--- config.mk ---
export PLATFORM = sky130hd
export DESIGN_NAME = tt_uart_rx
export DESIGN_NICKNAME = d
export VERILOG_FILES = /design/src/rtl/tt_uart_pkg.sv /design/src/rtl/tt_sync2.sv /design/src/rtl/tt_uart_rx.sv
export SDC_FILE = /design/constraint.sdc
export NUM_CORES = 1
export LEC_CHECK = 0
export ABC_AREA = 1
export ABC_CLOCK_PERIOD_IN_PS = 3100
export BUFFER_PORTS_ARGS = -buffer_cell sky130_fd_sc_hd__buf_2
export CAP_MARGIN = 20
export CORE_UTILIZATION = 59
export DETAILED_ROUTE_END_ITERATION = 10
export MAX_ROUTING_LAYER = met4
export PLACE_DENSITY = 0.78
export SYNTH_ARGS = -nofsm -noshare
export SYNTH_HDL_FRONTEND = slang
export SYNTH_HIERARCHICAL = 1
export SYNTH_SLANG_ARGS = --single-unit
--- constraint.sdc ---
create_clock -name clk -period 3.1 [get_ports clk]
set_input_delay 0.62 -clock clk [delete_from_list [all_inputs] [get_ports clk]]
set_output_delay 0.62 -clock clk [all_outputs]
set_load 0.05 [all_outputs]
--- src/rtl/tt_uart_pkg.sv ---
// Shared UART definitions for the tile's receive path and a future tt_uart_tx.
// Contents: the frame state encoding, the data width and the line idle level.
package tt_uart_pkg;

    localparam int   UART_DATA_W   = 8;
    localparam logic UART_IDLE_LVL = 1'b1;

    typedef enum logic [2:0] {
        IDLE,
        START,
        DATA,
        PARITY,
        STOP,
        BREAK
    } uart_state_t;

    // Even parity holds when the data bits and the parity bit XOR to zero.
    function automatic logic even_parity_bad(
        input logic [UART_DATA_W-1:0] d,
        input logic                   p
    );
        return (^d) ^ p;
    endfunction

endpackage

--- src/rtl/tt_sync2.sv ---
// Two-flop synchroniser for asynchronous tile inputs.
// Ports: clk, rst (sync, active-high), i_d async in, o_q synchronised out.
module tt_sync2 #(
    parameter logic RST_VAL = 1'b1
) (
    input  logic clk,
    input  logic rst,
    input  logic i_d,
    output logic o_q
);

    logic r_meta;
    logic r_sync;

    always_ff @(posedge clk) begin
        if (rst) begin
            r_meta <= RST_VAL;
            r_sync <= RST_VAL;
        end else begin
            r_meta <= i_d;
            r_sync <= r_meta;
        end
    end

    assign o_q = r_sync;

endmodule

--- src/rtl/tt_uart_rx.sv ---
// UART 8N1 receiver (LSB first) with a one-entry valid/ready output buffer.
// Ports: clk, rst (sync, active-high), rx_i serial line, data_o/valid_o/ready_i
// output buffer, busy_o not idle, frame_err_o and overrun_o one-cycle pulses.
// Build option TT_UART_RX_PARITY_EN adds an even parity bit and parity_err_o.
module tt_uart_rx #(
    parameter int CLKS_PER_BIT = 8,
    parameter int CNT_W        = 16
) (
    input  logic       clk,
    input  logic       rst,
    input  logic       rx_i,
    output logic [7:0] data_o,
    output logic       valid_o,
    input  logic       ready_i,
    output logic       busy_o,
    output logic       frame_err_o,
`ifdef TT_UART_RX_PARITY_EN
    output logic       parity_err_o,
`endif
    output logic       overrun_o
);

    import tt_uart_pkg::*;

    localparam int IDX_W = $clog2(UART_DATA_W + 1);

    // First sample lands mid-start-bit; later samples are a full bit apart.
    localparam logic [CNT_W-1:0] CNT_HALF = CNT_W'(CLKS_PER_BIT / 2 - 1);
    localparam logic [CNT_W-1:0] CNT_FULL = CNT_W'(CLKS_PER_BIT - 1);
    localparam logic [IDX_W-1:0] IDX_LAST = IDX_W'(UART_DATA_W - 1);

    uart_state_t            r_state;
    logic [CNT_W-1:0]       r_cnt;
    logic [IDX_W-1:0]       r_idx;
    logic [UART_DATA_W-1:0] r_shift;
    logic [UART_DATA_W-1:0] r_data;
    logic                   r_valid;
    logic                   r_ferr;
    logic                   r_ovr;
`ifdef TT_UART_RX_PARITY_EN
    logic                   r_perr;
    logic                   r_par_bad;
`endif

    logic w_rxs;
    logic w_sample;
    logic w_pop;
    logic w_bad;

    tt_sync2 #(
        .RST_VAL (UART_IDLE_LVL)
    ) u_sync (
        .clk (clk),
        .rst (rst),
        .i_d (rx_i),
        .o_q (w_rxs)
    );

    assign w_sample = (r_cnt == '0);
    assign w_pop    = r_valid & ready_i;

`ifdef TT_UART_RX_PARITY_EN
    assign w_bad = r_par_bad;
`else
    assign w_bad = 1'b0;
`endif

    always_ff @(posedge clk) begin
        if (rst) begin
            r_state   <= IDLE;
            r_cnt     <= '0;
            r_idx     <= '0;
            r_shift   <= '0;
            r_data    <= '0;
            r_valid   <= 1'b0;
            r_ferr    <= 1'b0;
            r_ovr     <= 1'b0;
`ifdef TT_UART_RX_PARITY_EN
            r_perr    <= 1'b0;
            r_par_bad <= 1'b0;
`endif
        end else begin
            r_ferr <= 1'b0;
            r_ovr  <= 1'b0;
`ifdef TT_UART_RX_PARITY_EN
            r_perr <= 1'b0;
`endif
            // A load in the STOP branch below overrides this clear.
            if (w_pop) begin
                r_valid <= 1'b0;
            end

            case (r_state)
                IDLE: begin
                    if (w_rxs != UART_IDLE_LVL) begin
                        r_state <= START;
                        r_cnt   <= CNT_HALF;
                    end
                end

                START: begin
                    if (!w_sample) begin
                        r_cnt <= r_cnt - 1'b1;
                    end else if (w_rxs != UART_IDLE_LVL) begin
                        r_state <= DATA;
                        r_cnt   <= CNT_FULL;
                        r_idx   <= '0;
                    end else begin
                        // Line was back high mid-start-bit: a glitch.
                        r_state <= IDLE;
                    end
                end

                DATA: begin
                    if (!w_sample) begin
                        r_cnt <= r_cnt - 1'b1;
                    end else begin
                        r_shift <= {w_rxs, r_shift[UART_DATA_W-1:1]};
                        r_idx   <= r_idx + 1'b1;
                        r_cnt   <= CNT_FULL;
                        if (r_idx == IDX_LAST) begin
`ifdef TT_UART_RX_PARITY_EN
                            r_state <= PARITY;
`else
                            r_state <= STOP;
`endif
                        end
                    end
                end

`ifdef TT_UART_RX_PARITY_EN
                PARITY: begin
                    if (!w_sample) begin
                        r_cnt <= r_cnt - 1'b1;
                    end else begin
                        r_par_bad <= even_parity_bad(r_shift, w_rxs);
                        r_state   <= STOP;
                        r_cnt     <= CNT_FULL;
                    end
                end
`endif

                STOP: begin
                    if (!w_sample) begin
                        r_cnt <= r_cnt - 1'b1;
                    end else if (w_rxs == UART_IDLE_LVL) begin
                        r_state <= IDLE;
                        if (w_bad) begin
`ifdef TT_UART_RX_PARITY_EN
                            r_perr <= 1'b1;
`endif
                        end else if (!r_valid || w_pop) begin
                            r_data  <= r_shift;
                            r_valid <= 1'b1;
                        end else begin
                            r_ovr <= 1'b1;
                        end
                    end else begin
                        // Stop bit low: drop the byte and wait out the break.
                        r_ferr  <= 1'b1;
                        r_state <= BREAK;
`ifdef TT_UART_RX_PARITY_EN
                        r_perr  <= r_par_bad;
`endif
                    end
                end

                BREAK: begin
                    if (w_rxs == UART_IDLE_LVL) begin
                        r_state <= IDLE;
                    end
                end

                default: begin
                    r_state <= IDLE;
                end
            endcase
        end
    end

    assign data_o      = r_data;
    assign valid_o     = r_valid;
    assign busy_o      = (r_state != IDLE);
    assign frame_err_o = r_ferr;
    assign overrun_o   = r_ovr;
`ifdef TT_UART_RX_PARITY_EN
    assign parity_err_o = r_perr;
`endif

endmodule

==> impl_metrics.tcl <==
set metrics [dict create \
    clkSlewWorstSetupHoldPaths_ps 80 \
    syn_nets 343 \
    hold_buffers 0 \
    yosys.cell_types.count 35 \
    synth-simple-area-share_pct 36.7 \
    fin_area_mm2 0.00254 \
    critPathMaxFanout 8 \
    final.min_clock_period_ps 1850 \
    path_buf_inv 2 \
    synth.area.top_cells "dfxtp_1 37%, nand2_1 12%, inv_1 7.3%, nor2_1 6.5%, a21oi_1 5.5%" \
    synth_top_flop_cell "dfxtp_1" \
    drcViolationCount 0 \
    slowest_stage "dfxtp_1" \
    grt_usage_pct 25.5 \
    cp-end-kind "output port" \
    tritoncts "yes" \
    wl_met3_um 256 \
    fmax_mhz 540 \
    drt_iter0_drc 120 \
    layout.nets 358 \
    synth_edf_count 0 \
    cts_setup_buffers 0 \
    num_vias 2088 \
    whs_path_depth 2 \
    chipHeight_um 65.5 \
    yosys.area.top_type_share_pct 37.1 \
    finClkSkew_ps 4.70 \
    setup_violations 0 \
    syn2layout_area_growth_pct 6.95 \
    grt_pass1_wl_um 8200 \
    rsz0062_at_grt "false" \
    met1_length_um 2190 \
    drive_above_1_share_pct 15.9 \
    synth-warning-count 6 \
    fp-row-count 22 \
    clk_latency_ps 300 \
    routed_wl_um 4690 \
    cp-start-kind "flip-flop" \
    worstPathRequired_ps 2480 \
    place.port_buffers 15 \
    finalHoldViolations 0 \
    synth_mux_area_share_pct 0 \
    path_cells "inv_1 > nand2_1 > buf_2" \
    numCtsBuffers 5 \
    vias_per_cell 5.22 \
    antenna_left 0 \
    grt_pass1_vias 1903 \
    cts.sinks 44 \
    place_hpwl_um 3400 \
    cap_violations 0 \
    overflow 0 \
    outcome "finished clean" \
    seqCellArea_um2 881 \
    syn-cell-area_mm2 0.00238 \
    slew_viol_final 0 \
    max_stage_delay_ps 420 \
    yosysSeqAreaShare_pct 37.1 \
    dpl_cell_area_mm2 0.00245 \
    clock_path_buffers 2 \
    worst-path-stages 3 \
    cts_root_buf "clkbuf_8" \
    grt_start_max_net_pins 25 \
    synthArstFlopShare_pct 0 \
    synth_compound_area_share_pct 13.4 \
    synthXorXnorAreaFrac_pct 0.737 \
    synthCells 336 \
    arrival_ps 1230 \
    first_pass_iters 6 \
    critical_path.top_delay_family "buffers and inverters" \
    antennaDiodeCount 0 \
    die_w_um 65.5 \
    gp_congestion 0.958 \
    crit_type "reg -> out" \
    multi_input_area_mm2 0.00125 \
    wl_per_cell_um 11.7 \
    die-area_mm2 0.00429 \
    tightest_slew_ps 669 \
    synth_top_family_by_area "simple AND/OR/NAND/NOR gates" \
    dr_wl_met2_um 2190 \
    antenna_found_initial 0 \
    cts_resized 0 \
    ff2ff_path_depth 11 \
    fillers 319 \
    io-pin-count 16 \
    maxSlewHeadroom_pct 55.3 \
    fin_crit_sh_pct 59.8 \
    yosys.area.top_type "dfxtp_1" \
    highest_layer "met4" \
    utilization_pct 67.4 \
    core_mm2 0.00377 \
    hold_class "reg -> reg" \
    finalSetupTns_ps 0 \
    syn_area_per_cell_um2 7.08 \
    ys_seq_elements 44 \
    initial_utilization_pct 63.0 \
    synthAdderAreaFrac_pct 1.58 \
    h-tree-depth 2 \
]
-- cells in the mapped netlist (4+ instances only) --
library cell  count
a21oi_1          26
dfxtp_1          44
inv_1            46
nand2_1          74
nand2_2           4
nand2_4           4
nand3_1          17
nand4_1           8
nor2_1           41
nor2_2            6
nor2_4            4
nor3_1            6
o21ai_0          20
o21ai_1           5
-- final timing paths --
kind                               startpoint          to  slack, ps
worst min-delay path            u_sync/r_meta  u_sync/o_q        420
worst max-delay path               r_state[2]      busy_o       1250
worst min register to register  u_sync/r_meta  u_sync/o_q        420
worst max register to register       r_cnt[0]   r_cnt[15]       1330
-- registers in the layout (all words and copies together), names as in the netlist --
name / cells
r_cnt: 16
overrun_o: 1
data_o: 8
frame_err_o: 1
valid_o: 1
u_sync/r_meta: 1
r_state: 3
u_sync/o_q: 1
r_idx: 4
r_shift: 8
-- per-layer routing --
metal	track usage, %	vias to the layer above
met2	41.9	58
met4	7.88	0
met3	5.73	8
li1	-	1103
met5	-	-
met1	31.0	919
-- tightest hold or removal path, stage by stage, from the launching register on --
cell     delay [ps]
dfxtp_1         320
inv_1            30
nand2_1          50
-- kinds of logic (layout without fill, tap and decap cells) --
group	count (synthesis)	in the layout
DFF	44	44
buffers and inverters	56	72
and+or+nand+nor	174	174
xor gates and xnor gates	2	2
adders and majority gates	3	3
AOI/OAI and AO/OA	57	57
-- final cells by class --
type,instances,area share (%)
well taps,48,2.36
inverters,49,7.53
clock buffers,6,2.85
clock inverters,2,0.640
repair buffers,15,2.95
flip-flops and latches,44,34.6
multi-input cells,236,49.0
-- cell usage in the layout, fill, tap and decap left out, drive strengths merged --
cell type / Yosys / routed
nand2: 83 / 83
nor2: 52 / 52
inv: 49 / 49
dfxtp: 44 / 44
a21oi: 29 / 29
o21ai: 27 / 27
nand3: 22 / 22
buf: 5 / 15
nand4: 8 / 8
nor3: 6 / 6
clkbuf: 2 / 6
ha: 3 / 3
nor4: 2 / 2
xor2: 2 / 2
and2: 1 / 1
o21bai: 1 / 1
clkinv: 0 / 1
clkinvlp: 0 / 1
-- per-stage QoR --
step | instances | hold slack [ps] | setup WS, ps
6_report | 400 | 422 | 1250
3_5_place_dp | 392 | 404 | 1350
4_1_cts | 400 | 426 | 1250
3_3_place_gp | 392 | 392 | 1380
2_1_floorplan | 336 | 387 | 1550
5_1_grt | 400 | 448 | 1180
Power is left out: the tool's default activity adds up to more than one toggle a clock period on the data nets, which glitch-free logic cannot reach.
